--- config.mk ---
export PLATFORM = sky130hd
export DESIGN_NAME = mem_store_unit
export DESIGN_NICKNAME = d
export VERILOG_FILES = /design/src/rtl/mem_store_unit_pkg.sv /design/src/rtl/store_align.sv /design/src/rtl/mem_store_unit.sv
export SDC_FILE = /design/constraint.sdc
export NUM_CORES = 1
export LEC_CHECK = 0
export ABC_AREA = 1
export BUFFER_PORTS_ARGS = -buffer_cell sky130_fd_sc_hd__clkbuf_2
export CORE_UTILIZATION = 25
export DETAILED_ROUTE_END_ITERATION = 7
export SLEW_MARGIN = 20
export SYNTH_ARGS = -nofsm -noshare
export SYNTH_HDL_FRONTEND = slang
export SYNTH_SLANG_ARGS = --single-unit
--- constraint.sdc ---
create_clock -name clk -period 1.85 [get_ports clk]
set_clock_uncertainty 0.2 [all_clocks]
set_input_delay 0.185 -clock clk [delete_from_list [all_inputs] [get_ports clk]]
set_output_delay 0.185 -clock clk [all_outputs]
set_load 0.03 [all_outputs]
--- src/rtl/mem_store_unit_pkg.sv ---
// Shared store-unit definitions: store op encodings, FSM state encoding and byte-merge helper.
package mem_store_unit_pkg;

    localparam logic [1:0] STOP_SB = 2'b00;
    localparam logic [1:0] STOP_SH = 2'b01;
    localparam logic [1:0] STOP_SW = 2'b10;

    typedef enum logic [1:0] {
        StIdle  = 2'b00,
        StRead  = 2'b01,
        StWrite = 2'b10,
        StDone  = 2'b11
    } state_e;

    // Bytes of new_data replace old_data wherever the matching enable is set.
    function automatic logic [31:0] merge_bytes(input logic [31:0] old_data,
                                                input logic [31:0] new_data,
                                                input logic [3:0]  be);
        logic [31:0] m;
        for (int i = 0; i < 4; i++) begin
            m[8*i +: 8] = be[i] ? new_data[8*i +: 8] : old_data[8*i +: 8];
        end
        return m;
    endfunction

endpackage

--- src/rtl/store_align.sv ---
// Combinational lane logic for stores: byte enables, replicated write data,
// misalignment detection and read-merge for the RMW path.
module store_align
    import mem_store_unit_pkg::*;
(
    input  logic [1:0]  op_i,
    input  logic [1:0]  lane_i,
    input  logic [31:0] data_i,
    input  logic [3:0]  be_i,
    input  logic [31:0] wdata_i,
    input  logic [31:0] rdata_i,
    output logic [3:0]  be_o,
    output logic [31:0] wdata_o,
    output logic        misalign_o,
    output logic [31:0] merged_o
);

    always_comb begin
        be_o       = 4'b0000;
        wdata_o    = data_i;
        misalign_o = 1'b0;
        case (op_i)
            STOP_SB: begin
                be_o    = 4'b0001 << lane_i;
                wdata_o = {4{data_i[7:0]}};
            end
            STOP_SH: begin
                be_o       = 4'b0011 << lane_i;
                wdata_o    = {2{data_i[15:0]}};
                misalign_o = lane_i[0];
            end
            STOP_SW: begin
                be_o       = 4'b1111;
                misalign_o = |lane_i;
            end
            // Unused encoding is refused without touching memory.
            default: misalign_o = 1'b1;
        endcase
    end

    assign merged_o = merge_bytes(rdata_i, wdata_i, be_i);

endmodule

--- src/rtl/mem_store_unit.sv ---
// MEM-stage store unit: drives SB/SH/SW stores onto a 32-bit word bus with ack timeout.
// Define STORE_RMW_EN for memories without byte enables (read, merge, then full-word write).
module mem_store_unit
    import mem_store_unit_pkg::*;
#(
    parameter int unsigned ACK_TIMEOUT = 255
) (
    input  logic        clk,
    input  logic        rst,
    input  logic        st_valid,
    input  logic [1:0]  st_op,
    input  logic [31:0] st_addr,
    input  logic [31:0] st_data,
    output logic        st_done,
    output logic        stall,
    output logic        misalign,
    output logic        timeout,
    output logic        mem_req,
    output logic        mem_we,
    output logic [31:0] mem_addr,
    output logic [31:0] mem_wdata,
    output logic [3:0]  mem_be,
    input  logic [31:0] mem_rdata,
    input  logic        mem_ack
);

    localparam int unsigned     CntW    = $clog2(ACK_TIMEOUT + 1);
    localparam logic [CntW-1:0] LastCnt = CntW'(ACK_TIMEOUT - 1);

    state_e          state_q, state_d;
    logic [CntW-1:0] cnt_q, cnt_d;
    logic [29:0]     addr_q, addr_d;
    logic [31:0]     wdata_q, wdata_d;
    logic [3:0]      be_q, be_d;
    logic            misalign_q, misalign_d;
    logic            timeout_q, timeout_d;

    logic [3:0]  al_be;
    logic [31:0] al_wdata;
    logic        al_misalign;
    logic [31:0] al_merged;
    logic        busy;

    store_align u_store_align (
        .op_i       (st_op),
        .lane_i     (st_addr[1:0]),
        .data_i     (st_data),
        .be_i       (be_q),
        .wdata_i    (wdata_q),
        .rdata_i    (mem_rdata),
        .be_o       (al_be),
        .wdata_o    (al_wdata),
        .misalign_o (al_misalign),
        .merged_o   (al_merged)
    );

    always_comb begin
        state_d    = state_q;
        cnt_d      = cnt_q;
        addr_d     = addr_q;
        wdata_d    = wdata_q;
        be_d       = be_q;
        misalign_d = misalign_q;
        timeout_d  = timeout_q;
        unique case (state_q)
            StIdle: begin
                if (st_valid) begin
                    addr_d     = st_addr[31:2];
                    wdata_d    = al_wdata;
                    be_d       = al_be;
                    misalign_d = al_misalign;
                    timeout_d  = 1'b0;
                    cnt_d      = '0;
                    if (al_misalign) begin
                        state_d = StDone;
                    end else begin
`ifdef STORE_RMW_EN
                        state_d = StRead;
`else
                        state_d = StWrite;
`endif
                    end
                end
            end
            StRead: begin
`ifdef STORE_RMW_EN
                if (mem_ack) begin
                    wdata_d = al_merged;
                    cnt_d   = '0;
                    state_d = StWrite;
                end else if (cnt_q == LastCnt) begin
                    timeout_d = 1'b1;
                    state_d   = StDone;
                end else begin
                    cnt_d = cnt_q + CntW'(1);
                end
`else
                state_d = StIdle;
`endif
            end
            StWrite: begin
                // An ack in the final wait cycle still completes the store.
                if (mem_ack) begin
                    state_d = StDone;
                end else if (cnt_q == LastCnt) begin
                    timeout_d = 1'b1;
                    state_d   = StDone;
                end else begin
                    cnt_d = cnt_q + CntW'(1);
                end
            end
            StDone: begin
                misalign_d = 1'b0;
                timeout_d  = 1'b0;
                state_d    = StIdle;
            end
        endcase
    end

    always_ff @(posedge clk) begin
        if (rst) begin
            state_q    <= StIdle;
            cnt_q      <= '0;
            addr_q     <= '0;
            wdata_q    <= '0;
            be_q       <= '0;
            misalign_q <= 1'b0;
            timeout_q  <= 1'b0;
        end else begin
            state_q    <= state_d;
            cnt_q      <= cnt_d;
            addr_q     <= addr_d;
            wdata_q    <= wdata_d;
            be_q       <= be_d;
            misalign_q <= misalign_d;
            timeout_q  <= timeout_d;
        end
    end

    assign busy      = (state_q == StRead) || (state_q == StWrite);
    assign mem_req   = busy;
    assign mem_we    = (state_q == StWrite);
    assign mem_addr  = busy ? {addr_q, 2'b00} : 32'h0;
    assign mem_wdata = busy ? wdata_q : 32'h0;
`ifdef STORE_RMW_EN
    assign mem_be    = busy ? 4'b1111 : 4'b0000;
`else
    assign mem_be    = busy ? be_q : 4'b0000;
    logic unused_merged;
    assign unused_merged = ^al_merged;
`endif

    assign st_done  = (state_q == StDone);
    assign misalign = st_done & misalign_q;
    assign timeout  = st_done & timeout_q;
    assign stall    = st_valid & ~st_done;

endmodule
==> impl_metrics.json, run 1 <==
{
  "status": "finished with violations",
  "violations": "setup timing",
  "maxSlewViolCount": 0,
  "fmax_mhz": 487,
  "drv_cap": 0,
  "fp.dieArea_um2": 16500,
  "drive_gt1_frac": 0.375,
  "die_y_um": 129,
  "synth-compound-area-share": 0.144,
  "yosys-mux-area-fraction": 0,
  "cp-end-kind": "output pin",
  "core_um2": 15400,
  "antenna_found_initial": 0,
  "grt_util_all_layers": 0.169,
  "grt_first_pass_wirelength_um": 21600,
  "routedWlPerCell_um": 13.4,
  "yosys.area_share.adder": 0.0187,
  "clk_latency_ps": 340,
  "hpwlAfterDp_um": 8010,
  "synth_top_family_by_area": "simple AND/OR/NAND/NOR gates",
  "first_pass_iters": 4,
  "hold_viol_final": 0,
  "antenna_left": 0,
  "gp_congestion": 0.803,
  "dpl_worst_slack_ps": 36.3,
  "grt_max_degree": 50,
  "ys_types": 30,
  "start_util": 0.260,
  "overflow": 0,
  "root_buffer": "clkbuf_16",
  "synthSimpleGateAreaFrac": 0.290,
  "fin_crit_sh": 1.11,
  "clockBufferDepth": 2,
  "grt_pass1_vias": 4390,
  "place_area_um2": 4940,
  "drc": 0,
  "period_needed_ps": 2050,
  "clock-sinks": 78,
  "slowest_stage": "dfxtp_2",
  "critPathBufInv": 6,
  "crit_family": "buffers and inverters",
  "dieWidth_um": 129,
  "numPortBuffers": 141,
  "dr.first_iter.drc_count": 127,
  "rsz0062_at_grt": "true",
  "synth_xor_area_frac": 0,
  "setup_viol": 67,
  "final_cell_mix": "nand2_1 (112), nor2_1 (105), dfxtp_1 (76)",
  "wl_um": 14000,
  "crit_type": "register to output pin",
  "synth_area_um2": 4010,
  "peakVddDrop_v": 0.000611,
  "fin_area_um2": 7050,
  "via_per_inst": 4.37,
  "final_common_cell": "nand2_1",
  "htreeDepth": 3,
  "postSynthCellCount": 623,
  "max_stage_delay_ps": 330,
  "antenna_cells": 0,
  "row_count": 45,
  "area_delta_synth_final_pct": 76.1,
  "layout_setup_ws_ps": -202,
  "cts_tree": "yes",
  "cp_cell_sequence": "inv_2, ha_4, buf_6, buf_8, clkbuf_16, nand2_2, inv_2, buf_8",
  "worstPathRequired_ps": 1460,
  "io_pins": 176,
  "leakagePower_uw": 0.00369,
  "ys_seq_area_frac": 0.390,
  "syn_area_per_cell_um2": 6.43,
  "crit_fanout": 5,
  "pwr_density_cell_nw_per_um2": 1080,
  "crit_arrival_ps": 1670,
  "start_kind": "register",
  "vias": 4582,
  "ys_ff_latch": 78,
  "numCtsBuffers": 9,
  "min_path_type": "input port to register",
  "yosysWarningCount": 0,
  "nets": 940,
  "clkTransAtPathRegs_ps": 60
}
-- worst register-to-register path: cells and delay by family, from the launching register on --
family | cells | cell delay, ps
AOI/OAI and AO/OA | 1 | 170
adders and majority gates | 1 | 160
buffers and inverters | 4 | 480
DFF | 1 | 320
and+or+nand+nor | 2 | 290
-- synthesized netlist by cell type --
cell type	instances	area [um2]
nor2_1	105	394
nor3b_1	1	7.51
clkbuf_8	1	13.8
nand2_2	3	18.8
o221ai_1	3	26.3
nor3_1	1	5.00
dfxtp_1	78	1560
nand2_4	1	11.3
inv_4	1	6.26
nand2_1	149	559
buf_6	2	22.5
nor2_4	2	22.5
nand3_2	1	10.0
conb_1	1	3.75
buf_2	14	70.1
o21ai_0	62	310
a21boi_4	1	18.8
ha_1	6	75.1
clkbuf_1	10	37.5
a31oi_1	6	37.5
o211ai_1	13	97.6
o21bai_1	1	7.51
inv_1	110	413
nor2_2	4	25.0
clkbuf_4	1	7.51
buf_4	6	45.0
a21oi_1	16	80.1
nand3_1	22	110
inv_2	1	3.75
clkbuf_2	1	5.00
-- flip-flops by register name (all words and copies together), names as in the netlist --
register    flops
misalign_q      1
addr_q         30
be_q            4
state_q         2
timeout_q       1
wdata_q        32
cnt_q           8
-- what timing repair did --
action | in CTS | in global routing
resized for setup | 189 | 132
hold buffers | 59 | 0
endpoints found under the hold margin | 58 | 0
buffers inserted | 9 | 1
pin swaps | 12 | 4
endpoints found under the setup margin | 67 | 72
cloned | 5 | 2
-- power by group --
group / internal (uW) / switching [uW] / total, uW
Combinational: 1710 / 1910 / 3620
Sequential: 1960 / 207 / 2170
Clock: 1080 / 733 / 1810
Total: 4750 / 2850 / 7600
-- path summary, 6_finish.rpt --
check,cells past startpoint,endpoint,slack (ps),start
min,3,wdata_q[3]$_SDFFE_PP0P_,10,st_data[3]
max reg2reg,8,wdata_q[13]$_SDFFE_PP0P_,120,state_q[0]$_SDFFE_PP0P_
min reg2reg,2,timeout_q$_SDFFE_PP0P_,270,timeout_q$_SDFFE_PP0P_
max,8,mem_wdata[7],-200,state_q[1]$_SDFFE_PP0P_
-- metrics by stage --
| stage | TNS [ps] | total power (uW) | instances | hold slack, ps | util |
|---|---|---|---|---|---|
| CTS | -8820 | 7270 | 1046 | 6.23 | 0.442 |
| floorplan | 0 | 3670 | 624 | 54.1 | - |
| detailed placement | 0 | 4290 | 957 | 234 | 0.320 |
| global placement | 0 | 4280 | 957 | 229 | 0.320 |
| finish | -6640 | 7600 | 1048 | 14.0 | 0.457 |
| global route | -10460 | 8040 | 1048 | 52.4 | 0.457 |
-- per-layer routing --
layer	track usage	share of wire
met1	0.195	0.41
met2	0.304	0.51
met4	0.0512	0.021
met5	0	0
met3	0.0441	0.061
-- kinds of logic after synthesis --
logic type,after synthesis
and+or+nand+nor,289
buffers and inverters,147
AOI/OAI and AO/OA,102
DFF,78
adders and majority gates,6
other,1
-- layout make-up --
type                       count  area [um2]
multi-input combinational    399        2050
tap                          211         264
clock inverter                 6        61.3
sequential                    78        1560
fill                        1533        8370
inverter                     112         445
timing repair buffer         232        2430
clock buffer                  10         239
(Power assumes the default switching activity.)
==> inputs of run 2 (changes only) <==
Settings changed: ABC_AREA 1 to default, SETUP_SLACK_MARGIN from default to 0.4.
==> run 2 against run 1 <==
Net effect: the flow still finishes with violations (setup timing); critical path depth down 2; wire length up 16%; via count up 0.48%; count of clock-buffer cells in the layout up 3; largest power group unchanged; combinational power up 88%; critical endpoint is now mem_addr[24]; synthesized cell count down 18%; synthesized area down 3.4%.
==> impl_metrics.json, run 2 <==
{
  "vias": 4604,
  "max_stage_delay_ps": 370,
  "synth_edf_count": 0,
  "clockBufferDepth": 2,
  "numCtsBuffers": 9,
  "hpwlAfterDp_um": 8400,
  "violations": "setup timing",
  "overflow": 0,
  "cts_tree": "yes",
  "crit_type": "register to output pin",
  "min_path_type": "input port to register",
  "drc": 0,
  "area_delta_synth_final_pct": 116,
  "drv_cap": 0,
  "cp_cell_sequence": "inv_4, ha_4, buf_6, clkbuf_16, and2_4, buf_8",
  "final_cell_mix": "nand2_1 (76), dfxtp_1 (73), and2_4 (69)",
  "hold_viol_final": 0,
  "crit_arrival_ps": 1660,
  "fp.dieArea_um2": 16000,
  "dieWidth_um": 126,
  "p_int_uw": 6640,
  "synth_top_area_cell": "dfxtp_1",
  "fin_util": 0.552,
  "swShare": 0.379,
  "pwr-share-seq": 0.211,
  "worst_pin_slew_ps": 583,
  "slowest_stage": "dfxtp_4",
  "switchingPower_uw": 4060,
  "crit_family": "buffers and inverters",
  "reg_top3": "wdata_q: 32 flops, addr_q: 30 flops, cnt_q: 8 flops",
  "grt_util_all_layers": 0.194,
  "via_per_inst": 4.89,
  "place_area_um2": 5190,
  "ys_types": 41,
  "ys_ff_latch": 78,
  "htreeDepth": 3,
  "row_count": 45,
  "dp.cells": 825,
  "routedWlPerCell_um": 17.3,
  "synth_area_um2": 3870,
  "fmax_mhz": 488,
  "start_kind": "register",
  "antenna_found_initial": 0,
  "core_um2": 15100,
  "synth.top_cells.by_area": "dfxtp_1 (40%), nand2_1 (12%), and2_1 (11%)",
  "critPathBufInv": 4,
  "postSynthCellCount": 511,
  "tns_ps": -9210,
  "slew_headroom": 0.611,
  "yosysWarningCount": 0,
  "nets": 857,
  "setup_viol": 67,
  "io_pins": 176,
  "worstPathRequired_ps": 1460,
  "clkTransAtPathRegs_ps": 60,
  "ys_async_sr_fraction": 0,
  "cp-end-kind": "output pin",
  "yosysMostFrequentCell": "nand2_1",
  "final_common_cell": "nand2_1",
  "layout_setup_ws_ps": -198,
  "die_y_um": 126,
  "gp_congestion": 0.846,
  "yosysTopAreaCellShare": 0.404,
  "syn_area_per_cell_um2": 7.57,
  "drive_gt1_frac": 0.608,
  "first_pass_iters": 4,
  "pwr_density_cell_nw_per_um2": 1280,
  "antenna_left": 0,
  "synth.top_cells.by_count": "nand2_1 (125), dfxtp_1 (78), and2_1 (69)",
  "grt_max_degree": 51,
  "start_util": 0.255,
  "largest_register_ff_count": 32,
  "ys_seq_area_frac": 0.404,
  "peakVddDrop_v": 0.000645,
  "clock-sinks": 78,
  "clk_latency_ps": 340,
  "period_needed_ps": 2050,
  "pwr-share-comb": 0.636,
  "grt_pass1_vias": 4450,
  "antenna_cells": 0,
  "crit_fanout": 8,
  "leakagePower_uw": 0.00361,
  "clockPowerShare": 0.153,
  "nFillCells": 1231,
  "root_buffer": "clkbuf_16",
  "dr.first_iter.drc_count": 165,
  "wl_um": 16300,
  "status": "finished with violations",
  "rsz0062_at_grt": "true",
  "fin_crit_sh": 1.11,
  "fin_area_um2": 8350,
  "maxSlewViolCount": 0,
  "instances_no_fill": 941,
  "top_register": "wdata_q",
  "synth_flop_cell": "dfxtp_1",
  "grt_first_pass_wirelength_um": 23900,
  "numPortBuffers": 141
}
==> run 2: cell families after synthesis <==
family | count (synthesis) | share of synthesized area
adder cells (fa/ha/maj) | 6 | 0.0194
flip-flops | 78 | 0.404
buffers and inverters | 47 | 0.0501
multiplexers | 19 | 0.0501
AND/OR/NAND/NOR | 244 | 0.299
AO/OA/AOI/OAI | 116 | 0.176
other | 1 | 0.000969
==> run 2: path summary, 6_finish.rpt <==
path / start / end / slack (ps) / cells past startpoint
max: state_q[1]$_SDFFE_PP0P_ / mem_addr[24] / -200 / 6
min: st_data[21] / wdata_q[21]$_SDFFE_PP0P_ / 8 / 3
max reg2reg: state_q[1]$_SDFFE_PP0P_ / cnt_q[0]$_SDFFE_PP0P_ / -50 / 7
min reg2reg: be_q[1]$_SDFFE_PP0P_ / be_q[1]$_SDFFE_PP0P_ / 260 / 2
==> run 2: tightest hold or removal path, delay by kind of cell <==
family | cells | cell delay (ps)
compound gates | 1 | 80
buf+inv | 1 | 80
mux | 1 | 150
==> run 2: layout make-up <==
| type | instances | area, um2 | share of cell area |
|---|---|---|---|
| Multi-Input combinational cell | 387 | 3140 | 0.376 |
| Tap cell | 188 | 235 | 0.0282 |
| Inverter | 6 | 27.5 | 0.00329 |
| Sequential cell | 78 | 1570 | 0.188 |
| Clock buffer | 13 | 250 | 0.0300 |
| Clock inverter | 2 | 10.0 | 0.00120 |
| Timing Repair Buffer | 267 | 3120 | 0.373 |
==> run 2: timing repair <==
action                                  in CTS  in global routing
gates resized for setup                    248                196
pin swaps                                   33                 55
hold buffers                                47                  0
endpoints found under the setup margin     149                150
gates cloned                                13                  3
hold endpoints to repair                    47                  0
setup buffers                               24                 14
==> run 2: per-stage QoR <==
stage,hold WS (ps),setup slack (ps),power [uW]
6_report,8.41,-198,10700
5_1_grt,29.4,-259,11200
4_1_cts,0.449,-182,9560
3_5_place_dp,223,56.0,5630
3_3_place_gp,222,77.2,5610
2_1_floorplan,128,-38.3,4910
==> run 2: power by group through the flow <==
| stage | Clock (uW) | Sequential, uW | Combinational (uW) |
|---|---|---|---|
| CTS | 1680 | 2230 | 5660 |
| detailed placement | 0 | 2270 | 3370 |
| global route | 1750 | 2290 | 7160 |
| finish | 1630 | 2260 | 6810 |
| floorplan | 0 | 2220 | 2690 |
| global placement | 0 | 2260 | 3350 |
==> run 2: layer usage <==
| metal | part of all wire | vias up | track usage | wire length (um) |
|---|---|---|---|---|
| met4 | 0.041 | 0 | 0.0999 | 662 |
| met3 | 0.044 | 43 | 0.0426 | 720 |
| met1 | 0.40 | 2224 | 0.233 | 6530 |
| li1 | - | 2194 | - | - |
| met5 | 0 | - | 0 | 0 |
| met2 | 0.52 | 143 | 0.325 | 8400 |
